## config.mk

```make
export PLATFORM = sky130hd
export DESIGN_NAME = fire_layer_sequencer
export DESIGN_NICKNAME = d
export VERILOG_FILES = /design/src/rtl/fire_layer_sequencer.sv
export SDC_FILE = /design/constraint.sdc
export NUM_CORES = 1
export LEC_CHECK = 0
export BUFFER_PORTS_ARGS = -buffer_cell sky130_fd_sc_hd__buf_2
export CORE_UTILIZATION = 39
export CTS_CLUSTER_SIZE = 25
export DETAILED_ROUTE_END_ITERATION = 16
export HOLD_SLACK_MARGIN = 0.05
export SYNTH_ARGS = -nofsm -noshare
export SYNTH_HDL_FRONTEND = slang
export SYNTH_SLANG_ARGS = --single-unit
export TNS_END_PERCENT = 5
```

## constraint.sdc

```tcl
create_clock -name clk -period 1.77 [get_ports clk]
set_input_delay 0.531 -clock clk [delete_from_list [all_inputs] [get_ports clk]]
set_output_delay 0.531 -clock clk [all_outputs]
set_load 0.02 [all_outputs]
```

## src/rtl/fire_layer_sequencer.sv

```systemverilog
// Runs squeeze -> expand1 -> expand3 in turn, streaming each layer's samples
// into the writeback RAM and trapping short, long or hung layers in ERR.
module fire_layer_sequencer #(
    parameter int SAMPLES    = 256,
    parameter int GAP_CYCLES = 2,
    parameter int MAX_CYCLES = 1048576,
    parameter int ADDR_W     = 10
) (
    input  logic              clk,
    input  logic              rst,
    input  logic              start,
    input  logic [2:0]        layer_sample,
    input  logic [2:0]        layer_finish,
    input  logic              ram_ready,
    output logic [2:0]        layer_en,
    output logic [2:0]        ram_feedback,
    output logic              wr_req,
    output logic [ADDR_W+1:0] wr_addr,
    output logic [1:0]        cur_layer,
    output logic              busy,
    output logic              done,
    output logic              error
);
    localparam int CNT_W = ADDR_W + 1;
    localparam int WD_W  = $clog2(MAX_CYCLES + 1);
    localparam int GAP_W = (GAP_CYCLES > 1) ? $clog2(GAP_CYCLES) : 1;

    typedef enum logic [2:0] {IDLE, RUN, ACK, GAP, DONE, ERR} state_t;

    state_t            state, state_n;
    logic [1:0]        layer_q, layer_n;
    logic [CNT_W-1:0]  count, count_n, count_upd;
    logic [WD_W-1:0]   wd, wd_n, wd_upd;
    logic [GAP_W-1:0]  gap, gap_n;
    logic              wr_vld_p1, wr_vld_n;
    logic [ADDR_W+1:0] wr_addr_p1, wr_addr_n;
    logic              smp, fin, overrun, leave_gap;

    function automatic logic [CNT_W-1:0] sat_inc_cnt(input logic [CNT_W-1:0] v);
        return (&v) ? v : v + CNT_W'(1);
    endfunction

    function automatic logic [WD_W-1:0] sat_inc_wd(input logic [WD_W-1:0] v);
        return (&v) ? v : v + WD_W'(1);
    endfunction

    always_comb begin
        state_n   = state;
        layer_n   = layer_q;
        count_n   = count;
        wd_n      = wd;
        gap_n     = gap;
        wr_vld_n  = 1'b0;
        wr_addr_n = wr_addr_p1;
        smp       = layer_sample[layer_q];
        fin       = layer_finish[layer_q];
        overrun   = 1'b0;
        leave_gap = 1'b0;
        count_upd = count;
        wd_upd    = sat_inc_wd(wd);

        case (state)
            IDLE: begin
                if (start) begin
                    layer_n = 2'd0;
                    count_n = '0;
                    wd_n    = '0;
                    state_n = RUN;
                end
            end
            RUN: begin
                wd_n = wd_upd;
                // A sample is folded into the count before any finish in the same cycle is judged
                if (smp) begin
                    if (count >= CNT_W'(SAMPLES)) begin
                        overrun = 1'b1;
                    end else begin
                        count_upd = sat_inc_cnt(count);
                        wr_vld_n  = 1'b1;
                        wr_addr_n = {layer_q, count[ADDR_W-1:0]};
                    end
                end
                count_n = count_upd;
                if (overrun || wd_upd >= WD_W'(MAX_CYCLES)) begin
                    state_n = ERR;
                end else if (fin) begin
                    state_n = (count_upd == CNT_W'(SAMPLES)) ? ACK : ERR;
                end
            end
            ACK: begin
                gap_n = '0;
                if (GAP_CYCLES == 0) leave_gap = 1'b1;
                else                 state_n   = GAP;
            end
            GAP: begin
                if (gap >= GAP_W'(GAP_CYCLES - 1)) leave_gap = 1'b1;
                else                               gap_n     = gap + GAP_W'(1);
            end
            DONE:    state_n = IDLE;
            ERR:     state_n = ERR;
            default: state_n = IDLE;
        endcase

        if (leave_gap) begin
            if (layer_q < 2'd2) begin
                layer_n = layer_q + 2'd1;
                count_n = '0;
                wd_n    = '0;
                state_n = RUN;
            end else begin
                state_n = DONE;
            end
        end
    end

    // p1: write strobe and address registered one cycle after the sample
    always_ff @(posedge clk) begin
        if (rst) begin
            state      <= IDLE;
            layer_q    <= 2'd0;
            count      <= '0;
            wd         <= '0;
            gap        <= '0;
            wr_vld_p1  <= 1'b0;
            wr_addr_p1 <= '0;
        end else begin
            state      <= state_n;
            layer_q    <= layer_n;
            count      <= count_n;
            wd         <= wd_n;
            gap        <= gap_n;
            wr_vld_p1  <= wr_vld_n;
            wr_addr_p1 <= wr_addr_n;
        end
    end

    assign layer_en     = (state == RUN) ? (3'(ram_ready) << layer_q) : 3'b000;
    assign ram_feedback = (state == ACK) ? (3'b001 << layer_q) : 3'b000;
    assign wr_req       = wr_vld_p1 & (state != ERR);
    assign wr_addr      = wr_addr_p1;
    assign cur_layer    = layer_q;
    assign busy         = (state == RUN) || (state == ACK) || (state == GAP) || (state == DONE);
    assign done         = (state == DONE);
    assign error        = (state == ERR);

endmodule
```

# == Yosys cells after proc, flatten, opt, wreduce, memory -nomap -nowiden ==
# Index checks and enable logic that the tools add are counted.
# totals
output_inout_bits,24
input_bits,10
reg_bits,51
# op_classes
n_reduce_logical,12
mux,38
n_addsub,4
order_cmp,5
n_bitwise,4
shifts,2
n_eq_ne,11
# ops
op,n
$mux 21,4
$mux 11,7
$pmux 21 s2,1
$mux 3,8
$pmux 11 s2,1
$add 21x1->21 const B,1
$ge 21x21->1 const B,1
$reduce_and 21->1,1
$pmux 3 s5,1
$add 11x1->11 const B,1
$eq 11x9->1 const B,1
$ge 11x9->1 const B,1
$reduce_and 11->1,1
$mux 1,9
$mux 2,4
$eq 3x2->1 const B,2
$eq 3x3->1 const B,2
$ne 3x3->1 const B,2
$reduce_and 3->1,2
$bmux 1 s2,2
$logic_or 1x1->1,4
$ne 2x2->1 const B,2
$ne 4x4->1 const B,1
$eq 3x1->1 const B,1
14 further kinds,16

# == Logic depth before layout (Yosys ltp) ==
# logic_depth
word_depth,11
depth_mapped,9
mapped_depth_nobuf,7

# == Worst setup path after synthesis ==
# Ideal clock, no wire load.
# synth_timing
path_kind,reg-to-output
from,register state[0]
to,output layer_en[0]
arrival_time_ns,1.689
stages_incl_launch_ff,7
setup_slack_ns,-0.450
path_buffers,3
required_time_ns,1.239
path_cell_list,dfxtp_1 clkbuf_1 and2_1 clkbuf_1 clkbuf_1 nand2_1 nor3_1
# synth_via
elab_chain_cells,2
# synth_lines
element,line_no,rtl
start: declaration,30,"state_t state, state_n;"
start signal: assignment,127,state <= state_n;
$eq 3x1->1,137,assign layer_en = (state == RUN) ? (3'(ram_ready) << layer_q) : 3'b000;
$mux 3,137,
end: declaration,15,"output logic [2:0] layer_en,"
# Every way passes these cells.

# == Worst setup path after layout ==
# layout_timing
from,register count[8]
to,register state[1]
# layout_via
elab_chain_cells,11
# layout_lines
element,line_no,rtl
start: declaration,32,"logic [CNT_W-1:0] count, count_n, count_upd;"
start signal: assignment,129,count <= count_n;
$add 11x1->11 or $reduce_and 11->1 (tied branches),40,return (&v) ? v : v + CNT_W'(1);
$mux 11,40,
$mux 11,75,if (count >= CNT_W'(SAMPLES)) begin
$mux 11,74,if (smp) begin
$mux 11,62,case (state)
$eq 11x9->1,87,state_n = (count_upd == CNT_W'(SAMPLES)) ? ACK : ERR;
$mux 3,87,
$mux 3,86,end else if (fin) begin
$mux 3,84,if (overrun || wd_upd >= WD_W'(MAX_CYCLES)) begin
$pmux 3 s5,62,
$mux 3,104,if (leave_gap) begin
# Parallel ways exist; a longest one is shown, timed or not. The select of a mux whose other input is x is not followed.
# A chain may end at the register's enable or synchronous reset.

==> impl_metrics.json <==
{
  "outcome": "finished with violations",
  "violations": "setup timing",
  "syn_area_sq_um": 2830,
  "antenna_found_initial": 0,
  "instances_no_fill": 531,
  "routed_wirelength_um": 7670,
  "dieArea_sq_um": 7600,
  "first_pass_iters": 4,
  "dieWidth_um": 87.2,
  "power_mw": 2.37,
  "htree_levels": 2,
  "drcViolationCount": 0,
  "slew_headroom_pct": 71.7,
  "core-area_sq_um": 6910,
  "tightest_slew_ns": 0.424,
  "drive_gt1_share_pct": 35.9,
  "rsz0062_at_grt": "true",
  "postRouteAntennaNets": 0,
  "synth-async-reset-ratio_pct": 0,
  "synthCells": 360,
  "critPathRequiredTime_ns": 2.03,
  "syn_area_per_cell_sq_um": 7.86,
  "finalWorstSetupSlack_ns": -0.110,
  "pwr_density_cell_nw_per_um2": 621,
  "clock.fmax_mhz": 532,
  "path_clk_slew_ns": 0.11,
  "synthDistinctLibCells": 59,
  "worstSetupStartpointType": "flop",
  "track_usage_pct": 20.8,
  "syn_nets": 373,
  "drt_iter0_markers": 171,
  "grt_pass1_wl_um": 12500,
  "min_period_ns": 1.88,
  "maxCapViolCount": 0,
  "switching_share_pct": 28.5,
  "seqPwrFrac_pct": 49.2,
  "yosys.area_share.adder_pct": 1.33,
  "place.detailed.instances": 515,
  "dpl.hpwl_um": 5350,
  "skew_ns": 0.0113,
  "cts-hold-fix-buffers": 0,
  "synth.ff_latch_count": 51,
  "hold_slack_ns": 0.458,
  "p_comb_share_pct": 17.0,
  "p_clk_share_pct": 33.8,
  "crit_buf_inv": 0,
  "switching_power_uw": 675,
  "insertion_delay_ns": 0.32,
  "seq_area_frac_synth_pct": 36.1,
  "critPathKind": "flop to flop",
  "hp-class": "flop to flop",
  "gp_congestion": 0.894,
  "clock_path_buffers": 2,
  "final-setup-viol-count": 14,
  "ir_drop_uv": 395,
  "synth_compound_area_share_pct": 23.6,
  "cp_slowest_stage_delay_ns": 0.42,
  "tns_ns": -0.850,
  "yosys.area_share.simple_pct": 29.3,
  "row_count": 30,
  "wl_per_cell_um": 14.4,
  "nNetsFinal": 447,
  "vias": 2903,
  "numCtsBuffers": 5,
  "hold_violations": 0,
  "utilization_pct": 55.3,
  "worst_path_max_delay_cell": "or3_4",
  "viasPerCell": 5.47,
  "clock-sinks": 51,
  "area_growth_syn_to_layout_pct": 34.9,
  "cts_root_buf": "clkbuf_8",
  "crit_family": "simple AND/OR/NAND/NOR gates",
  "report.final.slew_viol_count": 0,
  "critPathCaptureType": "flop",
  "p_int_mw": 1.70,
  "power.leakage_nw": 1.53,
  "io_buffer_count": 33,
  "grt-ovfl-total": 0,
  "crit_fanout": 6,
  "die_h_um": 87.2,
  "synth_top_family_by_area": "simple AND/OR/NAND/NOR gates",
  "cts_tree": "built",
  "worstPathArrival_ns": 2.14,
  "yosysWarnings": 0,
  "synth_edf_count": 0,
  "io_pins": 34,
  "worstPathCellList": "or3_4 > a21oi_4 > and4_4 > mux2i_2 > and4_1 > a41o_1",
  "synth_ff_type": "dfxtp_1",
  "synthXorXnorAreaFrac_pct": 1.55,
  "grt_max_degree": 19,
  "initial_core_util_pct": 41.0,
  "antenna_cells": 0,
  "synthMuxAreaShare_pct": 3.05,
  "min_period_over_period_pct": 106,
  "grt_pass1_vias": 2653
}
[metal layers]
metal | vias to the layer above | wire (um) | global-route usage [%]
met2 | 61 | 3570 | 34.1
li1 | 1468 | - | -
met4 | 0 | 117 | 6.71
met5 | - | 0 | 0
met1 | 1366 | 3660 | 28.0
met3 | 8 | 332 | 3.51
[what timing repair did]
action | 4_1_cts | 5_1_grt
setup buffers | 6 | 2
pin swaps | 12 | 9
gates resized for setup | 33 | 31
setup endpoints to repair | 22 | 45
[worst reg2reg max path: cells and delay by family (launching register included)]
kind | cells | cell delay (ns)
mux | 1 | 0.23
simple gates | 3 | 0.93
flops | 1 | 0.32
compound gates | 2 | 0.35
[cell families (layout without fill, tap and decap cells)]
group / after synthesis / after routing
adder cells (fa/ha/maj): 3 / 3
multiplexers: 7 / 7
buffers and inverters: 32 / 107
flip-flops: 51 / 51
AND/OR/NAND/NOR: 159 / 159
AO/OA/AOI/OAI: 103 / 103
XOR/XNOR: 5 / 5
[stage by stage]
step	setup WS, ns	area [sq um]
CTS	-0.0960	3720
finish	-0.110	3820
detailed placement	-0.258	3460
global route	-0.179	3820
floorplan	-0.0733	2900
global placement	-0.217	3460
[registers in the layout, summed over array words and instances, names as in the netlist]
| register | flops |
|---|---|
| state | 3 |
| cur_layer | 2 |
| gap | 1 |
| wr_vld_p1 | 1 |
| count | 11 |
| wr_addr | 12 |
| wd | 21 |
[cell usage after synthesis (all sizes together), types with 3 or more instances]
cell     n  area, sq um
a41oi    6         60.1
a311oi   5         43.8
or3      6         42.5
nand2b   3         18.8
a21oi   29          156
a31oi   13         81.3
and3     7         43.8
mux2i    7         86.3
o21ai   27          135
nor2    30          115
nor2b    3         18.8
inv      4         15.0
xnor2    3         26.3
and4     7         63.8
a22oi    4         30.0
nor3    13         70.1
nand2   44          165
ha       3         37.5
nor3b    3         22.5
dfxtp   51         1020
and2    12         75.1
nand3   13         65.1
clkbuf  20         75.1
nand4   10         62.6
buf      8         55.1
[cell usage in the layout (no fill, tap or decap), drive strengths merged, types with 12 or more instances in the layout]
cell | netlist | final
nor2 | 30 | 30
nand2 | 44 | 44
o21ai | 27 | 27
a21oi | 29 | 29
buf | 8 | 95
a31oi | 13 | 13
nand3 | 13 | 13
nor3 | 13 | 13
dfxtp | 51 | 51
and2 | 12 | 12
[power groups by stage]
stage / Clock (mW) / Combinational [mW] / Sequential [mW]
global route: 0.864 / 0.441 / 1.17
detailed placement: 0 / 0.361 / 1.19
finish: 0.800 / 0.404 / 1.17
CTS: 0.833 / 0.388 / 1.17
global placement: 0 / 0.356 / 1.19
floorplan: 0 / 0.225 / 1.19
[worst paths after layout]
| kind | from | slack [ns] | to | cells after the start |
|---|---|---|---|---|
| setup / recovery | count[8] | -0.11 | state[1] | 6 |
| setup reg to reg | count[8] | -0.11 | state[1] | 6 |
| hold / removal | wr_addr[11] | 0.46 | wr_addr[11] | 2 |
| hold reg to reg | wr_addr[11] | 0.46 | wr_addr[11] | 2 |
[final cells by class]
type                            count  area, sq um
Sequential cell                    51         1040
Fill cell                         690         3090
Timing Repair Buffer               95          703
Inverter                            4         18.8
Multi-Input combinational cell    277         1820
Clock inverter                      2         17.5
Tap cell                           96          120
Clock buffer                        6         93.8
Note: power is estimated with default switching activity, not from simulation.
